$ cat config.mk
export PLATFORM = sky130hd
export DESIGN_NAME = timer_entry_ctrl
export DESIGN_NICKNAME = d
export VERILOG_FILES = /design/src/rtl/timer_entry_ctrl.sv
export SDC_FILE = /design/constraint.sdc
export NUM_CORES = 1
export LEC_CHECK = 0
export CAP_MARGIN = 25
export CORE_ASPECT_RATIO = 0.8
export CORE_MARGIN = 2
export CORE_UTILIZATION = 41
export CTS_CLUSTER_DIAMETER = 50
export DETAILED_ROUTE_END_ITERATION = 6
export GPL_TIMING_DRIVEN = 1
export PLACE_DENSITY_LB_ADDON = 0.08
export RECOVER_POWER = 100
export SETUP_SLACK_MARGIN = 0.02
export SLEW_MARGIN = 0
export SYNTH_ARGS = -nofsm -noshare
export SYNTH_HDL_FRONTEND = slang
export SYNTH_SLANG_ARGS = --single-unit
$ cat constraint.sdc
create_clock -name clk -period 3.29 [get_ports clk]
set_clock_uncertainty 0.1 [all_clocks]
set_input_delay 0.987 -clock clk [delete_from_list [all_inputs] [get_ports clk]]
set_output_delay 0.987 -clock clk [all_outputs]
set_load 0.01 [all_outputs]
$ cat src/rtl/timer_entry_ctrl.sv
// Keypad M:SS entry and run controller for a three-digit timer_ten countdown chain.
// Collects and validates digits, loads the chain, then paces count enables until the chain reads zero.
`timescale 1ns/1ps
module timer_entry_ctrl #(
  parameter int CLK_DIV = 100
) (
  input  logic       clk,
  input  logic       clrn,
  input  logic       key_valid,
  input  logic [3:0] key_code,
  input  logic       start_key,
  input  logic       clear_key,
  input  logic       door_closed,
  input  logic       all_zero,
  output logic [3:0] data_min,
  output logic [3:0] data_sec_tens,
  output logic [3:0] data_sec_ones,
  output logic       loadn,
  output logic       en,
  output logic       running,
  output logic       done,
  output logic       err
);

  typedef enum logic [2:0] {
    IDLE,
    ENTRY,
    LOAD,
    RUN,
    PAUSE,
    DONE
  } state_t;

  localparam int                DIV_W    = (CLK_DIV > 2) ? $clog2(CLK_DIV) : 1;
  localparam logic [DIV_W-1:0]  DIV_LAST = DIV_W'(CLK_DIV - 1);

  state_t           state;
  logic [DIV_W-1:0] div;
  logic [1:0]       count;
  logic             start_ok;

  // Seconds-tens above 5 is not a valid M:SS time, and 0:00 has nothing to count.
  assign start_ok = door_closed && (data_sec_tens <= 4'd5) &&
                    ({data_min, data_sec_tens, data_sec_ones} != 12'd0);

  // NOTE: every register here is state, so all assignments are non-blocking; the
  // pulse outputs take their idle value first and are overridden for one cycle below.
  always_ff @(posedge clk or negedge clrn) begin
    if (!clrn) begin
      state         <= IDLE;
      div           <= '0;
      count         <= 2'd0;
      data_min      <= 4'd0;
      data_sec_tens <= 4'd0;
      data_sec_ones <= 4'd0;
      loadn         <= 1'b1;
      en            <= 1'b0;
      running       <= 1'b0;
      done          <= 1'b0;
      err           <= 1'b0;
    end else begin
      loadn <= 1'b1;
      en    <= 1'b0;
      done  <= 1'b0;
      err   <= 1'b0;

      case (state)
        IDLE, ENTRY: begin
          if (clear_key) begin
            data_min      <= 4'd0;
            data_sec_tens <= 4'd0;
            data_sec_ones <= 4'd0;
            count         <= 2'd0;
            state         <= IDLE;
          end else if (start_key) begin
            if (start_ok) begin
              state <= LOAD;
              loadn <= 1'b0;
              en    <= 1'b1;
              div   <= '0;
            end else begin
              err <= 1'b1;
            end
          end else if (key_valid && (key_code <= 4'd9)) begin
            if (count != 2'd3) begin
              data_min      <= data_sec_tens;
              data_sec_tens <= data_sec_ones;
              data_sec_ones <= key_code;
              count         <= count + 2'd1;
            end
            state <= ENTRY;
          end
        end

        LOAD: begin
          div     <= '0;
          running <= 1'b1;
          state   <= RUN;
        end

        RUN: begin
          // Completion wins over both a pending tick and a pause request.
          if (all_zero) begin
            data_min      <= 4'd0;
            data_sec_tens <= 4'd0;
            data_sec_ones <= 4'd0;
            count         <= 2'd0;
            done          <= 1'b1;
            running       <= 1'b0;
            state         <= DONE;
          end else if (!door_closed || clear_key) begin
            running <= 1'b0;
            state   <= PAUSE;
          end else if (div == DIV_LAST) begin
            div <= '0;
            en  <= 1'b1;
          end else begin
            div <= div + DIV_W'(1);
          end
        end

        PAUSE: begin
          if (clear_key) begin
            data_min      <= 4'd0;
            data_sec_tens <= 4'd0;
            data_sec_ones <= 4'd0;
            count         <= 2'd0;
            state         <= IDLE;
          end else if (start_key) begin
            if (door_closed) begin
              div     <= '0;
              running <= 1'b1;
              state   <= RUN;
            end else begin
              err <= 1'b1;
            end
          end
        end

        DONE: begin
          state <= IDLE;
        end

        default: begin
          state <= IDLE;
        end
      endcase
    end
  end

endmodule

==> impl_metrics.py <==
metrics = {
    "cts": {
        "cts_tree": "yes",
        "cts_resized": 0,
        "cts_root_buf": "clkbuf_8",
        "htreeDepth": 2,
        "clock-sinks": 29,
        "clock_path_buffers": 2,
        "cts_buffers": 5,
        "post_cts_buffers": 0,
        "cts_hold_buf": 0,
        "insertion_delay_ns": 0.28,
        "clk_pin_slew_worst_paths_ns": 0.07,
    },
    "floorplanning": {
        "core-area_mm2": 0.00342,
        "ios": 28,
        "row_count": 19,
        "dieHeight_um": 57.5,
        "start_util": 0.429,
        "die_x_um": 70.9,
        "dieArea_mm2": 0.00408,
    },
    "power_and_ir_drop": {
        "power.switching_mw": 0.447,
        "swShare": 0.360,
        "power.leakage_nw": 0.852,
        "finalPower_mw": 1.24,
        "combPwrFrac": 0.359,
        "p_seq_frac": 0.402,
        "clockPowerShare": 0.239,
        "internal_power_mw": 0.796,
        "vdd_drop_max_uv": 332,
        "power_density_mw_per_mm2": 670,
    },
    "sta": {
        "slew_violations": 30,
        "timing.fmax_mhz": 347,
        "fin_crit_sh": 0.876,
        "relSlewSlack": -0.0246,
        "hold_violations": 0,
        "finalSetupTns_ns": 0,
        "setup_viol_count_final": 0,
        "fin_crit_ns": 2.88,
        "tightest_slew_ns": 1.54,
        "rsz0062_at_grt": "no",
    },
    "yosys": {
        "synth_edf_count": 0,
        "syn-num-nets": 152,
        "ys_ff_latch": 29,
        "synthArstFlopShare": 1.00,
        "ys_warn_count": 0,
        "synthCells": 139,
        "syn_area_mm2": 0.00147,
        "yosysUniqueCellTypes": 39,
        "syn_avg_cell_area_um2": 10.6,
        "synthFlopType": "dfrtp_1",
        "yosysSeqAreaShare": 0.495,
    },
    "layout": {
        "area_growth_pct": 26.2,
        "final_cell_mix": "dfrtp_1, dlygate4sd3_1, nand2_1",
        "diodes": 0,
        "layout.nets": 185,
        "drive_above_1_share": 0.157,
        "final_common_cell": "dfrtp_1",
        "fillers": 335,
    },
    "route": {
        "drc_errors": 0,
        "ant_nets": 0,
        "vias": 1261,
        "viasPerCell": 5.89,
        "dr.pass1.iters": 4,
        "drtIter0Drc": 119,
        "wirelength_mm": 3.34,
        "wl_per_cell_um": 15.6,
    },
    "setup_path": {
        "worstSetupPathType": "input pin to flop",
        "crit_path_max_fanout": 6,
        "critPathLaunchType": "input pin",
        "cp-end-kind": "flop",
        "arrival_ns": 2.95,
        "worstPathRequired_ns": 3.36,
    },
    "run": {
        "maxCapViolCount": 1,
    },
    "grt": {
        "grt_first_pass_wirelength_mm": 5.83,
        "grt.overflow.total": 0,
        "grt_use_total": 0.185,
        "antenna_found_initial": 0,
        "grt_max_degree": 30,
        "grt_pass1_vias": 1195,
    },
    "placement": {
        "portBuffers": 27,
        "hpwlAfterDp_mm": 2.37,
        "gp_congestion": 0.871,
    },
    "outcome": {
        "violations": "max-capacitance violations, max-slew violations",
        "status": "finished, violations left",
    },
    "min_path": {
        "min_path_type": "flop to flop",
    },
}
==> cells by family after synthesis <==
kind of cell    after synthesis  share of synthesized area
flops                        29                      0.495
fa+ha+maj                     2                     0.0170
simple gates                 54                      0.196
mux                           2                     0.0153
compound gates               45                      0.243
buf+inv                       7                     0.0341
==> flip-flops by register name, summed over array words and instances (netlist names) <==
signal	cells
err	1
state	3
data_sec_ones	4
data_min	4
data_sec_tens	4
done	1
count	2
running	1
loadn	1
en	1
div	7
==> routing by layer <==
layer	track usage	vias up	wire length (um)
li1	-	590	-
met1	0.282	607	1730
met2	0.240	57	1360
met3	0.0530	7	195
met4	0.0836	0	57
met5	0	-	0
==> worst max-delay path, stage by stage <==
cell	delay, ns
dlygate4sd3_1	0.62
nor2_1	0.30
a31oi_1	0.17
a311o_1	0.40
a211o_1	0.24
a22o_1	0.23
==> per-stage QoR <==
step                utilization  hold slack [ns]  worst slack (ns)  std cells  area (um^2)
floorplan                     -            0.366             0.841        139         1470
global placement          0.520            0.394             0.266        207         1780
detailed placement        0.520            0.405             0.244        207         1780
CTS                       0.545            0.420             0.513        214         1870
global route              0.542            0.443             0.263        214         1850
finish                    0.542            0.413             0.407        214         1850
==> Yosys cell counts (2+ instances only) <==
library cell | number | area share
a41oi_1 | 2 | 0.012
o31ai_1 | 2 | 0.010
buf_6 | 3 | 0.023
mux2_2 | 2 | 0.015
o21ai_0 | 8 | 0.027
nor4_1 | 3 | 0.013
and3_1 | 3 | 0.013
dfrtp_1 | 28 | 0.48
o21a_1 | 3 | 0.015
and2_1 | 2 | 0.0085
ha_1 | 2 | 0.017
a31oi_1 | 5 | 0.021
nor2_1 | 9 | 0.023
or2_2 | 2 | 0.0085
nor3_1 | 2 | 0.0068
nand2_1 | 15 | 0.038
a22o_1 | 5 | 0.030
inv_1 | 2 | 0.0051
nor2b_1 | 3 | 0.013
nand3_1 | 7 | 0.024
a21oi_1 | 5 | 0.017
a22o_2 | 9 | 0.061
==> path summary, 6_finish.rpt <==
kind | start | to | slack, ns | cells after the start
worst min-delay path | div[0]$_DFFE_PN0P_ | div[0]$_DFFE_PN0P_ | 0.41 | 1
worst max-delay path | clear_key | div[6]$_DFFE_PN0P_ | 0.41 | 6
worst min register to register | div[0]$_DFFE_PN0P_ | div[0]$_DFFE_PN0P_ | 0.41 | 1
max in group asynchronous | clrn | state[2]$_DFFE_PN0P_ | 0.67 | 2
worst max register to register | count[0]$_DFFE_PN0P_ | count[0]$_DFFE_PN0P_ | 1.24 | 5
min in group asynchronous | clrn | data_min[1]$_DFFE_PN0P_ | 1.51 | 2
==> power groups by stage <==
stage | Combinational [mW] | Sequential (mW) | Clock (mW)
5_1_grt | 0.492 | 0.510 | 0.323
4_1_cts | 0.465 | 0.501 | 0.304
6_report | 0.446 | 0.499 | 0.298
2_1_floorplan | 0.329 | 0.482 | 0
3_5_place_dp | 0.461 | 0.508 | 0
3_3_place_gp | 0.461 | 0.507 | 0
==> final cells by class <==
| cell class | count | area, um^2 | area share |
|---|---|---|---|
| timing repair buffer | 31 | 293 | 0.158 |
| inverter | 2 | 7.51 | 0.00405 |
| multi-input combinational | 103 | 688 | 0.371 |
| clock buffer | 7 | 86.3 | 0.0466 |
| sequential | 29 | 727 | 0.392 |
| tap | 42 | 52.6 | 0.0283 |
No activity file was read; power rests on OpenSTA's default activity.
